$ cat config.mk
export PLATFORM = sky130hd
export DESIGN_NAME = simon_btn_rx
export DESIGN_NICKNAME = d
export VERILOG_FILES = /design/src/rtl/simon_btn_rx.sv
export SDC_FILE = /design/constraint.sdc
export NUM_CORES = 1
export LEC_CHECK = 0
export BUFFER_PORTS_ARGS = -buffer_cell sky130_fd_sc_hd__buf_4
export CAP_MARGIN = 20
export CELL_PAD_IN_SITES_DETAIL_PLACEMENT = 1
export CELL_PAD_IN_SITES_GLOBAL_PLACEMENT = 1
export CORE_MARGIN = 2
export CORE_UTILIZATION = 24
export CTS_CLUSTER_DIAMETER = 200
export DETAILED_ROUTE_END_ITERATION = 8
export PLACE_DENSITY_LB_ADDON = 0.25
export SETUP_SLACK_MARGIN = 0.2
export SLEW_MARGIN = 20
export SYNTH_ARGS = -nofsm -noshare
export SYNTH_HDL_FRONTEND = slang
export SYNTH_SLANG_ARGS = --single-unit
$ cat constraint.sdc
create_clock -name clk -period 3.05 [get_ports clk]
set_clock_uncertainty 0.2 [all_clocks]
set_input_delay 0.7625 -clock clk [delete_from_list [all_inputs] [get_ports clk]]
set_output_delay 0.7625 -clock clk [all_outputs]
set_load 0.01 [all_outputs]
$ cat src/rtl/simon_btn_rx.sv
// simon_btn_rx
//   Button front end for the Simon Says game. Synchronizes the four raw
//   push-buttons and debounces them against a millisecond time base. Chords
//   of two or more buttons are rejected. Each physical press becomes one
//   event on a valid/ready handshake to the game FSM. A one-hot "held"
//   vector is provided for LED echo.
//
//   Optional feature: define SIMON_BTN_RELEASE_EVT_EN to add the evt_release
//   port. Releases then also generate events (evt_release=1). Without the
//   macro, only press events exist and the port is absent.
//
// Ports
//   clk              system clock
//   rst              asynchronous, active-low reset
//   ticks_per_milli  clk cycles per millisecond (0 behaves as 1)
//   enable           1 = accept presses, 0 = flush and ignore
//   btn              raw active-high buttons, asynchronous to clk
//   evt_valid        event pending
//   evt_ready        consumer accepts the pending event
//   evt_idx          button index of the pending event
//   evt_release      pending event is a release (macro builds only)
//   evt_overflow     one-cycle pulse when an event is dropped
//   held             one-hot of the accepted button while it is held
module simon_btn_rx #(
    parameter int DEBOUNCE_MS = 20
) (
    input  logic        clk,
    input  logic        rst,
    input  logic [15:0] ticks_per_milli,
    input  logic        enable,
    input  logic [3:0]  btn,
    output logic        evt_valid,
    input  logic        evt_ready,
    output logic [1:0]  evt_idx,
`ifdef SIMON_BTN_RELEASE_EVT_EN
    output logic        evt_release,
`endif
    output logic        evt_overflow,
    output logic [3:0]  held
);

    localparam int              MS_W    = $clog2(DEBOUNCE_MS + 1);
    localparam logic [MS_W-1:0] MS_LAST = MS_W'(DEBOUNCE_MS - 1);

    typedef enum logic [1:0] {
        IDLE,
        QUAL_PRESS,
        HELD,
        QUAL_REL
    } state_t;

    state_t          state, state_next;
    logic [1:0]      cap, cap_next;
    logic [3:0]      sync_meta, s;
    logic [15:0]     presc, presc_last;
    logic [MS_W-1:0] ms_cnt;
    logic            ms_tick, ms_done;
    logic            s_onehot;
    logic [1:0]      s_idx;
    logic [3:0]      cap_onehot;
    logic            new_evt;
`ifdef SIMON_BTN_RELEASE_EVT_EN
    logic            new_rel;
`endif

    // Two-flop synchronizer; everything downstream uses s only.
    // NOTE: sequential state is always written with non-blocking (<=) so
    // every flop samples the pre-edge values of its neighbours.
    always_ff @(posedge clk or negedge rst) begin
        if (!rst) begin
            sync_meta <= '0;
            s         <= '0;
        end else begin
            sync_meta <= btn;
            s         <= sync_meta;
        end
    end

    // A zero prescale setting behaves like one clock per millisecond.
    assign presc_last = (ticks_per_milli == 16'd0) ? 16'd0 : ticks_per_milli - 16'd1;
    // >= rather than == so a shrinking ticks_per_milli still wraps promptly.
    assign ms_tick    = (presc >= presc_last);
    assign ms_done    = ms_tick && (ms_cnt == MS_LAST);

    assign s_onehot   = (s != 4'd0) && ((s & (s - 4'd1)) == 4'd0);
    assign cap_onehot = 4'b0001 << cap;

    always_comb begin
        s_idx = 2'd0;
        for (int i = 0; i < 4; i++) begin
            if (s[i]) s_idx = 2'(i);
        end
    end

    // The time base only runs while qualifying. Any state change restarts
    // it, which covers entry into both QUAL states.
    always_ff @(posedge clk or negedge rst) begin
        if (!rst) begin
            presc  <= '0;
            ms_cnt <= '0;
        end else if (state_next != state) begin
            presc  <= '0;
            ms_cnt <= '0;
        end else if (state == QUAL_PRESS || state == QUAL_REL) begin
            if (ms_tick) begin
                presc  <= '0;
                ms_cnt <= ms_cnt + 1'b1;
            end else begin
                presc  <= presc + 1'b1;
            end
        end
    end

    always_ff @(posedge clk or negedge rst) begin
        if (!rst) begin
            state <= IDLE;
            cap   <= 2'd0;
        end else begin
            state <= state_next;
            cap   <= cap_next;
        end
    end

    // NOTE: every output of this block gets a default first, so no path
    // leaves a signal unassigned and no latch is inferred.
    always_comb begin
        state_next = state;
        cap_next   = cap;
        new_evt    = 1'b0;
`ifdef SIMON_BTN_RELEASE_EVT_EN
        new_rel    = 1'b0;
`endif
        if (!enable) begin
            state_next = IDLE;
        end else begin
            case (state)
                IDLE: begin
                    if (s_onehot) begin
                        state_next = QUAL_PRESS;
                        cap_next   = s_idx;
                    end
                end
                QUAL_PRESS: begin
                    if (s != cap_onehot) begin
                        state_next = IDLE;
                    end else if (ms_done) begin
                        state_next = HELD;
                        new_evt    = 1'b1;
                    end
                end
                HELD: begin
                    // Extra buttons while held are ignored; only full release counts.
                    if (s == 4'd0) state_next = QUAL_REL;
                end
                QUAL_REL: begin
                    if (s != 4'd0) begin
                        state_next = HELD;
                    end else if (ms_done) begin
                        state_next = IDLE;
`ifdef SIMON_BTN_RELEASE_EVT_EN
                        new_evt    = 1'b1;
                        new_rel    = 1'b1;
`endif
                    end
                end
                default: state_next = IDLE;
            endcase
        end
    end

    assign held = (state == HELD || state == QUAL_REL) ? cap_onehot : 4'd0;

    // One-deep event register. A new event arriving while the old one is
    // stalled is dropped and flagged; the pending event is never disturbed.
    always_ff @(posedge clk or negedge rst) begin
        if (!rst) begin
            evt_valid    <= 1'b0;
            evt_idx      <= 2'd0;
            evt_overflow <= 1'b0;
`ifdef SIMON_BTN_RELEASE_EVT_EN
            evt_release  <= 1'b0;
`endif
        end else begin
            evt_overflow <= 1'b0;
            if (!enable) begin
                evt_valid <= 1'b0;
            end else if (new_evt) begin
                if (!evt_valid || evt_ready) begin
                    evt_valid   <= 1'b1;
                    evt_idx     <= cap;
`ifdef SIMON_BTN_RELEASE_EVT_EN
                    evt_release <= new_rel;
`endif
                end else begin
                    evt_overflow <= 1'b1;
                end
            end else if (evt_ready) begin
                evt_valid <= 1'b0;
            end
        end
    end

endmodule

==> metrics.yaml <==
grt_pass1_wl_mm: 12.3
ys_seq_area_frac: 0.360
leakage_nw: 1.63
final_area_sq_um: 3590
ys_ff_latch: 37
max_freq_mhz: 224
nets: 413
rows: 37
min_period_ps: 4460
p_clk_frac: 0.312
dp_hpwl_mm: 5.24
grtUsageMet2: 0.217
vias_per_cell: 4.69
track_usage: 0.130
postRouteWirelength_mm: 6.92
finalSetupViolCount: 27
outcome: "complete, but fails checks"
drt_first_iter_violations: 50
worstPathRequired_ps: 3030
dp.cells: 484
crit_fanout: 3
initial_utilization: 0.248
cts.htree.levels: 2
holdBufCountCts: 0
reg2reg_setup_slack_ps: 190
syn_to_final_growth_pct: 39.6
yosysWarnings: 0
slew_violations: 0
violations: "negative setup slack"
die_h_um: 107
hold_path_startpoint: "sync_meta[3]$_DFF_PN0_"
placement.io_buffers: 31
fin_ws_ps: -1410
antenna_found_initial: 0
grt_pass1_vias: 2512
wire_per_inst_um: 13.7
arrival_ps: 4440
dr.pass1.iters: 4
die-width_um: 107
crit_type: "primary input to flop"
fin_setup_tns_ps: -35780
coreArea_sq_um: 10400
rsz0062_at_grt: "yes"
ant_nets: 0
hold_viol: 0
switchingPower_uw: 307
clkSlewWorstSetupHoldPaths_ps: 70
synthArstFlopShare: 1.00
die_area_sq_um: 11600
synth-edff-count: 0
holdPathStages: 0
post-place-ws_ps: -1740
met1_usage: 0.178
vdd_drop_max_mv: 0.164
antenna_cells: 0
cts_root_buf: "clkbuf_8"
worst_pin_slew_ps: 557
grt_max_degree: 38
hold_path_end: "s[3]$_DFF_PN0_"
cts_buffers: 5
via_count: 2373
cp-start-kind: "primary input"
r2r-end: "ms_cnt[1]$_DFFE_PN0P_"
p_per_area_nw_per_um2: 299
p_total_mw: 1.07
maxCapViolCount: 0
placed_area_sq_um: 3260
rr_worst_depth: 13
final_common_cell: "buf_4"
end_kind: "flop"
syn-cell-area_sq_um: 2570
p_comb_frac: 0.191
synth_cell_type_count: 52
internal-power_uw: 766
clock_sinks: 37
sequentialPowerShare: 0.497
synth_nets: 332
top_usage_layer: "met2"
pin_count: 32
place_congestion: 0.741
final_cell_mix: "buf_4, dfrtp_1, nand2_1"
worstReg2RegStart: "presc[0]$_DFFE_PN0P_"
clockBufferDepth: 2
synth-main-ff-cell: "dfrtp_1"
stdcell_count: 506
drc: 0
synth_area_per_cell_sq_um: 8.92
grt_util_met3: 0.0194
crit_path_start: "ticks_per_milli[5]"
drive_gt1_frac: 0.359
syn_inst: 288
holdCritPathClass: "flop to flop"
grt.overflow.total: 0
slew_headroom: 0.627
finalCritPeriodShare: 1.46
p_sw_frac: 0.286
insertion_delay_ps: 290
cts_tree: "done"
[power by group through the flow]
stage	registers (mW)	clock network, mW	logic (mW)
2_1_floorplan	0.519	0	0.118
3_3_place_gp	0.542	0	0.184
3_5_place_dp	0.543	0	0.188
4_1_cts	0.533	0.360	0.202
5_1_grt	0.539	0.376	0.230
6_report	0.533	0.335	0.205
[repair_timing]
action                                  4_1_cts  5_1_grt
gates resized for setup                      11       22
buffers inserted                              9        4
pin swaps                                     7        5
endpoints found under the setup margin       27       27
gates cloned                                  1        0
[cells in the mapped netlist, types with 2 or more instances]
library cell	instances	area, sq um
nor3_1	8	40.0
xor2_1	12	105
or4_1	3	22.5
nand4_1	8	50.1
o21ai_0	15	75.1
ha_1	20	250
nor4_1	2	12.5
inv_1	7	26.3
and3_1	4	25.0
and4_1	2	17.5
o41ai_1	2	17.5
nand2_1	37	139
clkbuf_1	5	18.8
o211ai_1	3	22.5
and2_1	3	18.8
o21ai_1	2	10.0
xnor2_1	14	123
nand3_1	8	40.0
nand3_4	2	35.0
nor2_1	32	120
dfrtp_1	37	926
mux2_4	2	30.0
nor3b_1	2	15.0
nand2b_1	7	43.8
a21oi_1	15	75.1
or3_1	5	31.3
nor4bb_1	2	20.0
buf_2	5	25.0
[registers in the layout (all words and copies together) (netlist names)]
name          cells
cap               2
evt_idx           2
evt_overflow      1
evt_valid         1
ms_cnt            5
presc            16
s                 4
state             2
sync_meta         4
[critical path, stage by stage]
cell and delay, ps:
buf_6 90, or4_4 560, nor2_4 110, nand2_2 60, or4_4 430, nor3_4 130, xor2_1 170, nand2_1 110
ha_4 280, nand4_1 120, nor3_2 230, or4b_4 500, nand3_4 100, nand3_4 80, or3b_4 410, mux2_4 300
[cell type report]
cell class / instances / area (sq um)
multi-input combinational: 235 / 1740
clock buffer: 8 / 80.1
fill: 1246 / 6780
tap: 136 / 170
timing repair buffer: 83 / 646
inverter: 7 / 26.3
sequential: 37 / 926
[how the worst max path moves through the flow]
stage / slack (ps) / end / cells past startpoint
2_1_floorplan: -1470 / evt_idx[0]$_DFFE_PN0P_ / 15
3_3_place_gp: -1640 / evt_idx[1]$_DFFE_PN0P_ / 16
3_5_place_dp: -1740 / evt_idx[1]$_DFFE_PN0P_ / 16
4_1_cts: -1390 / evt_idx[0]$_DFFE_PN0P_ / 16
5_1_grt: -1570 / evt_idx[0]$_DFFE_PN0P_ / 16
6_report: -1410 / evt_idx[0]$_DFFE_PN0P_ / 16
[through the flow]
step,util,hold WS [ps]
after floorplan,-,131
after global placement,0.315,131
after detailed placement,0.315,136
after CTS,0.334,153
after global routing,0.346,162
final,0.346,149
[logic make-up (layout without fill, tap and decap cells)]
family                     count (synthesis)  count (layout)  synth area share
AOI/OAI and AO/OA                         49              49             0.118
DFF                                       37              37             0.360
and+or+nand+nor                          135             136             0.289
xor gates and xnor gates                  26              26            0.0886
adders and majority gates                 20              20            0.0974
buffers and inverters                     17              98            0.0273
muxes                                      4               4            0.0200
[metal layers]
| layer | part of all wire | wire length [um] |
|---|---|---|
| met5 | 0 | 0 |
| met2 | 0.49 | 3400 |
| met4 | 0.0098 | 68 |
| met3 | 0.016 | 110 |
| met1 | 0.48 | 3340 |
No activity file was read; power rests on OpenSTA's default activity.
